==> config.mk <==
export PLATFORM = sky130hd
export DESIGN_NAME = data_memory_controller
export DESIGN_NICKNAME = d
export VERILOG_FILES = /design/src/rtl/mem_ctrl_pkg.sv /design/src/rtl/byte_lane_merge.sv /design/src/rtl/data_memory_controller.sv
export SDC_FILE = /design/constraint.sdc
export NUM_CORES = 1
export LEC_CHECK = 0
export CORE_MARGIN = 8
export CORE_UTILIZATION = 54
export DETAILED_ROUTE_END_ITERATION = 7
export HOLD_SLACK_MARGIN = 0.05
export PLACE_DENSITY = 0.81
export SKIP_CTS_REPAIR_TIMING = 1
export SLEW_MARGIN = 10
export SYNTH_ARGS = -nofsm -noshare
export SYNTH_HDL_FRONTEND = slang
export SYNTH_SLANG_ARGS = --single-unit
export TNS_END_PERCENT = 100
==> constraint.sdc <==
create_clock -name clk -period 4 [get_ports clk]
set_clock_uncertainty 0.15 [all_clocks]
set_input_delay 0.8 -clock clk [delete_from_list [all_inputs] [get_ports clk]]
set_output_delay 0.8 -clock clk [all_outputs]
set_load 0.05 [all_outputs]
==> src/rtl/mem_ctrl_pkg.sv <==
// mem_ctrl_pkg: shared state encoding, store-size codes and span helpers for the data memory controller
package mem_ctrl_pkg;
  typedef enum logic [2:0] {S_IDLE, S_READ_LO, S_READ_HI, S_WRITE_LO, S_WRITE_HI, S_DONE} state_t;
  localparam logic [1:0] MEM_NONE = 2'd0;
  localparam logic [1:0] MEM_BYTE = 2'd1;
  localparam logic [1:0] MEM_HALF = 2'd2;
  localparam logic [1:0] MEM_WORD = 2'd3;
  // MEM_NONE maps to 4 because a pure load always touches a full 32-bit window
  function automatic logic [2:0] size_bytes(input logic [1:0] size);
    return size == MEM_BYTE ? 3'd1 : size == MEM_HALF ? 3'd2 : 3'd4;
  endfunction
  function automatic logic spans_words(input logic [1:0] offset, input logic [2:0] n);
    return ({1'b0, offset} + n) > 3'd4;
  endfunction
endpackage

==> src/rtl/byte_lane_merge.sv <==
// byte_lane_merge: splices store bytes into a two-word window and extracts the unaligned load window
//   window     in  64  {hi, lo} words as read from SRAM
//   offset     in  2   byte offset of the access inside lo
//   n          in  3   number of store bytes (1, 2 or 4)
//   store_data in  32  store bytes, taken from the LSB upward
//   merged     out 64  window with bytes offset..offset+n-1 replaced
//   load_data  out 32  little-endian 32-bit view starting at offset
module byte_lane_merge (
  input  logic [63:0] window,
  input  logic [1:0]  offset,
  input  logic [2:0]  n,
  input  logic [31:0] store_data,
  output logic [63:0] merged,
  output logic [31:0] load_data
);
  always_comb begin
    merged = window;
    for (int i = 0; i < 4; i++)
      if (i < int'(n)) merged[8*(int'(offset)+i) +: 8] = store_data[8*i +: 8];
  end
  assign load_data = 32'(window >> {offset, 3'b000});
endmodule

==> src/rtl/data_memory_controller.sv <==
// data_memory_controller: byte/half/word load-store engine over a word-wide SRAM without byte enables
//   clk, rst (sync, active-low)
//   memory_address/memory_data_store/memory_read/memory_write  request from the memory-access stage
//   memory_data_load/memory_wait/misaligned_fault               response to the pipeline
//   sram_addr/sram_re/sram_we/sram_wdata/sram_rdata             single-ported synchronous SRAM
// Build option MISALIGNED_SPLIT_EN: word-crossing accesses become two word transactions;
// without it such requests complete in DONE with a misaligned_fault pulse and no SRAM traffic.
module data_memory_controller
  import mem_ctrl_pkg::*;
#(
  parameter int ADDR_W = 16
) (
  input  logic              clk,
  input  logic              rst,
  input  logic [31:0]       memory_address,
  input  logic [31:0]       memory_data_store,
  input  logic              memory_read,
  input  logic [1:0]        memory_write,
  output logic [31:0]       memory_data_load,
  output logic              memory_wait,
  output logic              misaligned_fault,
  output logic [ADDR_W-3:0] sram_addr,
  output logic              sram_re,
  output logic              sram_we,
  output logic [31:0]       sram_wdata,
  input  logic [31:0]       sram_rdata
);
`ifdef MISALIGNED_SPLIT_EN
  localparam bit SPLIT = 1'b1;
`else
  localparam bit SPLIT = 1'b0;
`endif
  localparam int AW = ADDR_W - 2;
  state_t          state;
  logic [AW-1:0]   addr_q;
  logic [1:0]      off_q;
  logic [2:0]      n_q, n_in;
  logic [31:0]     data_q, lo, hi, load_data;
  logic            wr_q, span_q, fault_q;
  logic            req, skip_rd, span_in, hi_phase;
  logic [63:0]     window, merged;
  logic            unused_addr;
  assign unused_addr = ^memory_address[31:ADDR_W];
  assign req         = memory_read | (memory_write != MEM_NONE);
  assign n_in        = size_bytes(memory_write);
  assign span_in     = spans_words(memory_address[1:0], n_in);
  assign skip_rd     = memory_write == MEM_WORD && memory_address[1:0] == 2'd0;
  assign memory_wait = req && state != S_DONE;
  // The first read is issued combinationally from IDLE so its data lands in READ_LO;
  // every strobe is gated by rst so a reset cycle never touches the SRAM.
  assign sram_re = rst && ((state == S_IDLE && req && !skip_rd && (SPLIT || !span_in)) ||
                           (state == S_READ_LO && span_q));
  assign sram_we = rst && (state == S_WRITE_LO || state == S_WRITE_HI);
  assign hi_phase = state == S_READ_LO || state == S_WRITE_HI;
  // addr_q + 1 wraps naturally at AW bits, so the last word is followed by word 0
  assign sram_addr = !(sram_re || sram_we) ? '0 :
                     state == S_IDLE ? memory_address[ADDR_W-1:2] :
                     hi_phase ? addr_q + AW'(1) : addr_q;
  assign sram_wdata = !sram_we ? '0 : state == S_WRITE_HI ? merged[63:32] : merged[31:0];
  // Bypass sram_rdata while it is being captured so the load result can be registered on entry to DONE
  assign window = {(state == S_READ_HI) ? sram_rdata : (span_q ? hi : 32'd0),
                   (state == S_READ_LO) ? sram_rdata : lo};
  assign misaligned_fault = !SPLIT && fault_q;
  byte_lane_merge u_merge (
    .window     (window),
    .offset     (off_q),
    .n          (n_q),
    .store_data (data_q),
    .merged     (merged),
    .load_data  (load_data)
  );
  always_ff @(posedge clk)
    if (!rst) begin
      state            <= S_IDLE;
      memory_data_load <= '0;
      fault_q          <= 1'b0;
      addr_q           <= '0;
      off_q            <= '0;
      n_q              <= '0;
      data_q           <= '0;
      wr_q             <= 1'b0;
      span_q           <= 1'b0;
      lo               <= '0;
      hi               <= '0;
    end else begin
      fault_q <= 1'b0;
      case (state)
        S_IDLE: if (req) begin
          addr_q <= memory_address[ADDR_W-1:2];
          off_q  <= memory_address[1:0];
          n_q    <= n_in;
          data_q <= memory_data_store;
          wr_q   <= memory_write != MEM_NONE;
          span_q <= span_in;
          lo     <= '0;
          hi     <= '0;
          if (span_in && !SPLIT) begin
            state            <= S_DONE;
            fault_q          <= 1'b1;
            memory_data_load <= '0;
          end else state <= skip_rd ? S_WRITE_LO : S_READ_LO;
        end
        S_READ_LO: begin
          lo    <= sram_rdata;
          state <= span_q ? S_READ_HI : wr_q ? S_WRITE_LO : S_DONE;
          if (!span_q && !wr_q) memory_data_load <= load_data;
        end
        S_READ_HI: begin
          hi    <= sram_rdata;
          state <= wr_q ? S_WRITE_LO : S_DONE;
          if (!wr_q) memory_data_load <= load_data;
        end
        S_WRITE_LO: begin
          state <= span_q ? S_WRITE_HI : S_DONE;
          if (!span_q) memory_data_load <= load_data;
        end
        S_WRITE_HI: begin
          state            <= S_DONE;
          memory_data_load <= load_data;
        end
        default: state <= S_IDLE;
      endcase
    end
endmodule

======== After elaboration in Yosys (flattened, before gate mapping) ========
Index checks and enable logic that the tools add are counted.
cells by class
  bitwise operators ....................... 1
  add/subtract/negate cells ............... 9
  $lt $le $gt $ge ......................... 5
  shift-type cells ........................ 9
  equal/unequal tests ..................... 13
  reductions and logical operators ........ 28
  mux-type cells .......................... 35
operators by type and width
  cell                       number
  $mux W32                   11
  $bwmux W64                 4
  $mux W64                   4
  $shift A8 B33 Y64 const A  4
  $shiftx A8 B33 Y64         4
  $pmux W32 S5               1
  $pmux W32 S2               2
  $neg A32 Y33               3
  $shr A64 B5 Y32            1
  $mux W14                   3
  $neg A5 Y33                1
  $mux W3                    6
  $pmux W3 S5                1
  $add A14 B1 Y14 const B    1
  $logic_and A1 B1 Y1        9
  $ne A2 B2 Y1 const B       4
  $add A2 B2 Y3 const B      2
  $eq A3 B2 Y1 const B       2
  $lt A1 B3 Y1 const A       2
  $lt A2 B3 Y1 const A       2
  $reduce_and A2 Y1          3
  $reduce_and A6 Y1          1
  $reduce_bool A2 Y1         3
  $reduce_bool A5 Y1         1
  17 further kinds           25
storage, ports and cells
  output and inout bits ................... 82
  register bits ........................... 153
  input port bits ......................... 101
  logic and storage cells ................. 111

======== Logic depth before layout (Yosys ltp) ========
Gate-level depths: netlist of run 1.
  depth in word-level cells ............... 12
  mapped depth ............................ 13
  gate-level depth less buffers ........... 9

======== By module ========
A second synthesis of run 1 with hierarchy kept.
second synthesis, totals
  cell total of the unflattened synthesis .. 1,326
  area, all modules ....................... 10,692.8 um^2
by module, submodules not included
  module                  cells an instance  seq. area each (um^2)  area each (um^2)  times used
  data_memory_controller  877                3,062.9                7,215.7           1
  byte_lane_merge         449                0.0                    3,477.1           1

======== Least setup slack after synthesis of run 1 ========
No wires, ideal clock.
  path type ............................... flip-flop to output port
  from .................................... register off_q[1]
  to ...................................... output sram_wdata[15]
  cell stages (with the launch flop) ...... 12
  buffers on the path ..................... 4
  setup slack ............................. -807 ps
  required time ........................... 3,050 ps
  arrival ................................. 3,857 ps
  cell sequence ........................... dfxtp_1 > buf_2 > inv_2 > buf_2 > buf_2 > ha_1 > buf_2 > nor2b_1 > nand2_1 > nor3_1 > nand3_1 > a311oi_1
on the way
  word-level cells in the longest chain between the ends .. 12
  elaborated cells on any way between the ends .. 25
  those cells by class .................... add/sub (7); shift (8); mux (10)
RTL lines
  item                                                  RTL line                      RTL
  from (decl)                                           data_memory_controller.sv:36  logic [1:0] off_q;
  from (signal assigned)                                data_memory_controller.sv:90  off_q <= memory_address[1:0];
  branches (longest 9 deep; another with $neg A32 Y33)  -
  $mux W64 (*)                                          byte_lane_merge.sv:19         if (i < int'(n)) merged[8*(int'(offset)+i) +: 8] = store_data[8*i +: 8];
  $mux W32 (*) (2 in a row)                             data_memory_controller.sv:59  assign sram_wdata = !sram_we ? '0 : state == S_WRITE_HI ? merged[63:32] : merged[31:0];
  to (decl)                                             data_memory_controller.sv:25  output logic [31:0] sram_wdata,
Every way passes the cells marked *.

======== Worst setup path after layout of run 1 ========
  from .................................... input memory_write[1]
  to ...................................... output sram_addr[1]
on the way
  elaborated cells on any way between the ends .. 19
  those cells by class .................... add/sub (1); order compare (1); eq/ne (3); mux (3); bitwise (1); reduce/logical (10)
RTL lines
  item                 RTL line                      RTL
  from (decl)          data_memory_controller.sv:18  input logic [1:0] memory_write,
  $eq A2 B1 Y1         mem_ctrl_pkg.sv:10            return size == MEM_BYTE ? 3'd1 : size == MEM_HALF ? 3'd2 : 3'd4;
  $mux W3              mem_ctrl_pkg.sv:10
  via n_in[0]          data_memory_controller.sv:37  logic [2:0] n_q, n_in;
  $add A2 B3 Y3        mem_ctrl_pkg.sv:13            return ({1'b0, offset} + n) > 3'd4;
  $gt A3 B3 Y1         mem_ctrl_pkg.sv:13
  $logic_not A1 Y1     data_memory_controller.sv:51  assign sram_re = rst && ((state == S_IDLE && req && !skip_rd && (SPLIT || !span_in)) ||
  $logic_and A1 B1 Y1  data_memory_controller.sv:51
  $logic_or A1 B1 Y1   data_memory_controller.sv:51
  $logic_and A1 B1 Y1  data_memory_controller.sv:51
  $logic_or A1 B1 Y1   data_memory_controller.sv:56  assign sram_addr = !(sram_re || sram_we) ? '0 :
  $mux W14             data_memory_controller.sv:56
  to (decl)            data_memory_controller.sv:22  output logic [ADDR_W-3:0] sram_addr,
The timed path passes the listed nets, and every way through them passes these cells.

==> run_results.csv, run 1 <==
group,metric,value,unit
placed_design,portBuffers,166,
hold_path,hold_path.startpoint,"memory_data_load[5]$_SDFFE_PN0P_",
synth,syn-instance-count,1249,
layout,layout.cells.non_filler,1683,
synth,asyncSetResetFlopFracSynth,0,%
power,power.density,496.7,nW/um^2
global_route,grt_pass1_wl,65.13,mm
worst_setup_path,timing.critical_path.cells,"buf_8 -> inv_6 -> ha_4 -> ha_4 -> fa_2 -> nor2_4 -> nor2_4 -> o31ai_2 -> buf_4 -> o31ai_4 -> buf_6 -> buf_6 -> a311oi_4 -> buf_12",
timing,setup_repair_after_global_routing_missed_its_margin,"true",
timing,max_slew_margin,44.00,%
global_route,track_usage,34.71,%
floorplanning,design.portCount,183,
worst_setup_path,startpoint_type,"input port",
floorplanning,die_ar,24050,um^2
synth,yosysWarningCount,0,
placed_design,place.detailed.hpwl,31.29,mm
power,p_leak,0.005041,uW
placed_design,dp_cells,1641,
clock_tree,clkSlewWorstSetupHoldPaths,70,ps
timing,tightest_slew,840.0,ps
timing,max_freq,244.6,MHz
placed_design,finalWeightedCongestion,1.010,
worst_setup_path,worstRegToRegCells,7,
global_route,sum_of_overflow_across_all_layers_after_global_routing,0,
timing,drv_slew,0,
worst_setup_path,ff2ff_setup_slack,1360,ps
route,ant_nets,0,
worst_setup_path,timing.critical_path.to,"sram_addr[1]",
worst_setup_path,critical_path_data_required_time,3050,ps
hold_path,hold_crit_path_type,"reg -> reg",
layout,layout.cell_area.non_filler,14440,um^2
placed_design,placedInstanceArea,13550,um^2
layout,num-fill-cells,1332,
power,power.total,7171,uW
clock_tree,clk-insertion-delay-late,440,ps
global_route,grt_max_degree,91,
worst_setup_path,crit_path_start,"memory_write[1]",
clock_tree,cts-root-buf,"sky130_fd_sc_hd__clkbuf_16",
floorplanning,row_count,51,
route,via_count,11439,
timing,post-route-period-util,102.2,%
floorplanning,start_util,54.37,%
worst_setup_path,setup.worst_path.end_class,"primary output",
worst_setup_path,reg2reg_from,"state[2]$_SDFFE_PN0N_",
floorplanning,die_x,155.1,um
run,timing.max_cap.violations,0,
synth,syn-cell-area,10440,um^2
clock_tree,clock_tree_from_tritoncts,"built",
worst_setup_path,timing.critical_path.slowest_cell_delay,460,ps
layout,layout-drive-gt1-share,22.43,%
worst_setup_path,critical_path_arrival,3140,ps
floorplanning,chipHeight,155.1,um
clock_tree,cts-buffers-inserted,17,
timing,post-route-min-period,4088,ps
route,drt_first_pass_iters,6,
worst_setup_path,crit_type,"in -> out",
outcome,violations,"setup timing",
synth,syn-mean-instance-area,8.362,um^2
route,detailedRoute.firstIterationViolations,1302,
power,ir_drop,0.0004903,V
hold_path,worst_hold_path.num_cells,1,
synth,synth-edff-count,0,
synth,ys_seq_area_share,29.33,%
timing,layout_setup_ws,-87.98,ps
clock_tree,cts.htree.levels,4,
clock_tree,cts.sinks,153,
route,route.detailed.wl_per_inst,25.69,um
layout,design.final.nets,1522,
worst_setup_path,r2r_end,"data_q[1]$_SDFFE_PN0P_",
route,drc,0,
synth,synth_top_flop_cell,"sky130_fd_sc_hd__dfxtp_1",
floorplanning,floorplan.core_area,19210,um^2
worst_setup_path,critPathSlowestCell,"sky130_fd_sc_hd__fa_2",
clock_tree,max-clock-path-buffers,2,
global_route,first_global_vias,10920,
layout,syn2layout_area_growth,38.25,%
worst_setup_path,crit_path_max_fanout,6,
route,drt_wl_total,43.24,mm
layout,n_antenna_cell,0,
timing,hold_viol_final,0,
route,detail_route.vias_per_cell,6.797,
outcome,outcome,"finished, violations left",
synth,yosysUniqueCellTypes,75,
global_route,antenna_found_initial,0,
timing,setup-violations-final,12,
synth,syn_nets,1366,
synth,ys_ff_latch,153,
==> placed cells by master, fill, tap and decap left out, drive strengths merged, types with 6 or more instances in the layout <==
cell,synthesis,final
o31a,9,9
dfxtp,153,153
a31oi,42,42
and3,7,7
clkdlybuf4s50,0,112
nor3b,7,7
a21oi,41,41
nor4b,6,6
nand2b,12,12
a221oi,38,38
o221ai,21,21
a21boi,51,51
mux4,16,16
nor2b,40,40
xor2,12,12
mux2i,65,65
inv,10,18
o221a,8,8
nor2,75,75
o2bb2ai,32,32
buf,71,151
a32oi,7,7
a211oi,37,37
a21o,18,18
o21ai,47,47
ha,15,15
a22oi,53,53
o211ai,11,11
nand2,149,149
clkbuf,57,17
o22a,7,7
nand4,11,11
nand3,20,20
a22o,8,8
and2,27,27
nor3,21,21
==> worst max-delay path, delay by kind of cell <==
family                     cells  cell delay, ps
AOI/OAI and AO/OA              3             620
and+or+nand+nor                2             200
buffers and inverters          6             730
adders and majority gates      3             780
==> where the power goes <==
group	internal, uW	total, uW	leakage [uW]	switching, uW
Clock	1010	1780	0.000310	774
Sequential	1700	1910	0.00125	209
Combinational	1280	3480	0.00348	2200
Total	3990	7170	0.00504	3180
==> worst min-delay path by stage <==
stage	slack, ps	end
floorplan	300	data_q[7]$_SDFFE_PN0P_
global placement	300	memory_data_load[5]$_SDFFE_PN0P_
detailed placement	300	memory_data_load[24]$_SDFFE_PN0P_
CTS	320	memory_data_load[6]$_SDFFE_PN0P_
global route	330	memory_data_load[8]$_SDFFE_PN0P_
finish	320	memory_data_load[5]$_SDFFE_PN0P_
==> final cells by class <==
type | instances | area, um^2 | share of cell area [%]
clock inverters | 15 | 201.4 | 1.395
well taps | 265 | 331.6 | 2.296
repair buffers | 265 | 2963 | 20.52
multi-input cells | 958 | 7411 | 51.33
clock buffers | 17 | 425.4 | 2.946
inverters | 10 | 42.54 | 0.2946
flip-flops and latches | 153 | 3064 | 21.22
==> synthesized netlist by cell type, types with 8 or more instances <==
| master | count | area share (%) |
|---|---|---|
| sky130_fd_sc_hd__a21boi_0 | 51 | 3.7 |
| sky130_fd_sc_hd__a22o_1 | 8 | 0.67 |
| sky130_fd_sc_hd__buf_6 | 9 | 0.97 |
| sky130_fd_sc_hd__o2bb2ai_2 | 9 | 1.3 |
| sky130_fd_sc_hd__a22oi_1 | 53 | 3.8 |
| sky130_fd_sc_hd__nand2_1 | 149 | 5.4 |
| sky130_fd_sc_hd__nor2_1 | 75 | 2.7 |
| sky130_fd_sc_hd__o211ai_1 | 11 | 0.79 |
| sky130_fd_sc_hd__nor2b_1 | 40 | 2.4 |
| sky130_fd_sc_hd__a31oi_1 | 42 | 2.5 |
| sky130_fd_sc_hd__a21oi_1 | 41 | 2.0 |
| sky130_fd_sc_hd__nor3_1 | 18 | 0.86 |
| sky130_fd_sc_hd__xor2_1 | 12 | 1.0 |
| sky130_fd_sc_hd__nand3_1 | 20 | 0.96 |
| sky130_fd_sc_hd__o21ai_0 | 42 | 2.0 |
| sky130_fd_sc_hd__buf_2 | 37 | 1.8 |
| sky130_fd_sc_hd__dfxtp_1 | 153 | 29 |
| sky130_fd_sc_hd__and2_1 | 26 | 1.6 |
| sky130_fd_sc_hd__mux4_2 | 16 | 3.5 |
| sky130_fd_sc_hd__o221ai_1 | 21 | 1.8 |
| sky130_fd_sc_hd__o2bb2ai_1 | 23 | 1.9 |
| sky130_fd_sc_hd__a221oi_1 | 38 | 3.2 |
| sky130_fd_sc_hd__a211oi_1 | 36 | 2.6 |
| sky130_fd_sc_hd__nand2b_1 | 12 | 0.72 |
| sky130_fd_sc_hd__mux2i_1 | 65 | 6.2 |
| sky130_fd_sc_hd__clkbuf_1 | 57 | 2.0 |
| sky130_fd_sc_hd__ha_1 | 15 | 1.8 |
| sky130_fd_sc_hd__nand4_1 | 11 | 0.66 |
| sky130_fd_sc_hd__o31a_1 | 9 | 0.75 |
| sky130_fd_sc_hd__a21o_1 | 18 | 1.3 |
| sky130_fd_sc_hd__o221a_2 | 8 | 0.86 |
| sky130_fd_sc_hd__buf_1 | 21 | 0.75 |
==> per-stage QoR <==
stage | utilization [%] | setup WS [ps] | hold slack (ps) | TNS [ps]
2_1_floorplan | - | -363.6 | 302.1 | -1099
3_5_place_dp | 70.53 | -505.2 | 295.3 | -6759
6_report | 75.17 | -87.98 | 320.5 | -446.6
5_1_grt | 75.17 | -157.7 | 333.9 | -1286
4_1_cts | 73.79 | -527.5 | 321.7 | -7992
3_3_place_gp | 70.53 | -415.7 | 297.5 | -5359
==> registers in the layout, summed over array words and instances (netlist names) <==
name / flops
state: 3
n_q: 3
data_q: 32
wr_q: 1
off_q: 2
lo: 32
span_q: 1
addr_q: 14
misaligned_fault: 1
memory_data_load: 32
hi: 32
==> cells by family after synthesis <==
group	synth area share, %
DFF	29.33
AOI/OAI and AO/OA	32.55
and+or+nand+nor	18.73
buffers and inverters	6.386
adders and majority gates	1.989
muxes	9.680
xor gates and xnor gates	1.342
==> metal layers <==
layer	share of wire (%)	up-vias	routed length, um	track usage, %
met5	0	-	0	0
met4	5.0	0	2168	18.53
met3	10	134	4331	6.352
met2	46	775	19900	54.48
met1	39	5518	16840	44.66
li1	-	5012	-	-
Note: power is estimated with default switching activity, not from simulation.
==> inputs of run 2 (changes only) <==
CORE_MARGIN = 5   (was 8)
SLEW_MARGIN = not set   (was 10)
==> run_results.csv, run 2 (same netlist as run 1, synthesis figures left out) <==
group,metric,value,unit
outcome,outcome,"finished, violations left",
outcome,violations,"setup timing",
placed_design,portBuffers,166,
layout,n_antenna_cell,0,
placed_design,place.detailed.hpwl,31.33,mm
worst_setup_path,critical_path_data_required_time,3050,ps
timing,post-route-period-util,103.9,%
timing,max_slew_margin,43.57,%
timing,max_freq,240.7,MHz
hold_path,hold_path.startpoint,"memory_data_load[2]$_SDFFE_PN0P_",
global_route,grt_pass1_wl,64.16,mm
worst_setup_path,r2r_end,"memory_data_load[18]$_SDFFE_PN0P_",
timing,drv_slew,0,
route,detail_route.vias_per_cell,6.839,
route,detailedRoute.firstIterationViolations,1515,
clock_tree,cts.htree.levels,4,
worst_setup_path,critical_path_arrival,3200,ps
global_route,antenna_found_initial,0,
worst_setup_path,setup.worst_path.end_class,"primary output",
clock_tree,cts-root-buf,"sky130_fd_sc_hd__clkbuf_16",
layout,finish.utilization,77.72,%
clock_tree,clkSlewWorstSetupHoldPaths,70,ps
clock_tree,cts.sinks,153,
floorplanning,row_count,50,
placed_design,finalWeightedCongestion,1.001,
layout,num-fill-cells,1273,
clock_tree,clk-insertion-delay-late,450,ps
run,timing.max_cap.violations,0,
hold_path,whs_endpoint,"memory_data_load[2]$_SDFFE_PN0P_",
timing,layout_setup_ws,-154.8,ps
timing,setup_repair_after_global_routing_missed_its_margin,"true",
route,drt_first_pass_iters,7,
layout,layout-drive-gt1-share,23.61,%
route,via_count,11627,
route,drc,0,
power,power.total,7217,uW
timing,setup-violations-final,13,
clock_tree,max-clock-path-buffers,2,
floorplanning,floorplan.core_area,18890,um^2
global_route,grt_max_degree,91,
worst_setup_path,startpoint_type,"input port",
worst_setup_path,reg2reg_from,"state[0]$_SDFFE_PN0N_",
power,p_leak,0.005161,uW
floorplanning,start_util,55.28,%
worst_setup_path,crit_type,"in -> out",
power,power.density,491.5,nW/um^2
hold_path,hold_crit_path_type,"reg -> reg",
power,ir_drop,0.0003329,V
floorplanning,die_x,149.1,um
global_route,first_global_vias,11121,
worst_setup_path,ff2ff_setup_slack,1170,ps
worst_setup_path,crit_path_max_fanout,6,
layout,syn2layout_area_growth,40.60,%
global_route,track_usage,36.88,%
route,route.detailed.wl_per_inst,25.37,um
floorplanning,chipHeight,149.1,um
layout,design.final.nets,1544,
floorplanning,design.portCount,183,
timing,tightest_slew,846.5,ps
route,drt_wl_total,43.13,mm
clock_tree,cts-buffers-inserted,17,
timing,post-route-min-period,4155,ps
route,ant_nets,0,
global_route,sum_of_overflow_across_all_layers_after_global_routing,0,
floorplanning,die_ar,22220,um^2
hold_path,worst_hold_path.num_cells,1,
clock_tree,clock_tree_from_tritoncts,"built",
timing,hold_viol_final,0,
layout,mostFrequentLayoutCells,"152 x sky130_fd_sc_hd__dfxtp_1, 149 x sky130_fd_sc_hd__nand2_1, 115 x sky130_fd_sc_hd__buf_4",
worst_setup_path,worstRegToRegCells,7,
layout,layout.cells.most_common,"sky130_fd_sc_hd__dfxtp_1",
-- run 2: cell count changes in the layout (fill, tap and decap cells not counted), sizes merged --
cell      previous run  this run
inv                 18        17
bufinv               3         1
clkinv               4         6
buf                151       172
clkbuf              17        18
clkinvlp             0         1
-- run 2: how the worst max path moves through the flow --
stage                          from            end  slack, ps  cells after the start
finish              memory_write[1]   sram_addr[1]       -150                     11
global route        memory_write[1]   sram_addr[1]       -230                     12
CTS                 memory_write[1]   sram_addr[7]       -560                     13
detailed placement  memory_write[1]   sram_addr[7]       -460                     13
global placement    memory_write[1]   sram_addr[5]       -400                     13
floorplan           memory_write[1]  sram_addr[13]       -360                      9
-- run 2: per-stage QoR --
stage / area [um^2] / setup WS (ps) / hold slack, ps / cells / setup TNS [ps]
global placement: 13720 / -396.6 / 296.7 / 1661 / -5168
detailed placement: 13720 / -464.2 / 300.2 / 1661 / -6178
global route: 14680 / -230.5 / 324.3 / 1700 / -1852
CTS: 14340 / -563.3 / 318.0 / 1693 / -8620
finish: 14680 / -154.8 / 315.6 / 1700 / -743.5
floorplan: 10940 / -363.6 / 302.1 / 1249 / -1099
-- run 2: power breakdown --
part	total, uW	switching, uW	internal, uW
combinational	3620	2270	1350
sequential	1880	181	1700
clock	1720	808	910
-- run 2: cell type report --
class,instances,area (um^2),area share [%]
tap,260,325.3,2.215
clock buffer,17,425.4,2.897
multi-input combinational,958,7490,51.01
timing repair buffer,287,3138,21.37
sequential,153,3064,20.87
inverter,10,40.04,0.2727
clock inverter,15,201.4,1.372
-- run 2: layer usage --
layer  vias up  global-route usage, %  part of all wire (%)
li1       5062                      -                     -
met1      5541                  48.05                    38
met2       836                  56.71                    45
met3       188                  9.025                    11
met4         0                  19.22                   6.0
met5         -                      0                     0
-- run 2: critical path: stages --
cell,delay [ps]
sky130_fd_sc_hd__buf_8,100
sky130_fd_sc_hd__buf_4,130
sky130_fd_sc_hd__ha_1,210
sky130_fd_sc_hd__fa_2,370
sky130_fd_sc_hd__xor2_2,270
sky130_fd_sc_hd__nor2_4,90
sky130_fd_sc_hd__o31ai_4,360
sky130_fd_sc_hd__o31ai_4,180
sky130_fd_sc_hd__buf_4,190
sky130_fd_sc_hd__a311oi_4,320
sky130_fd_sc_hd__buf_12,180
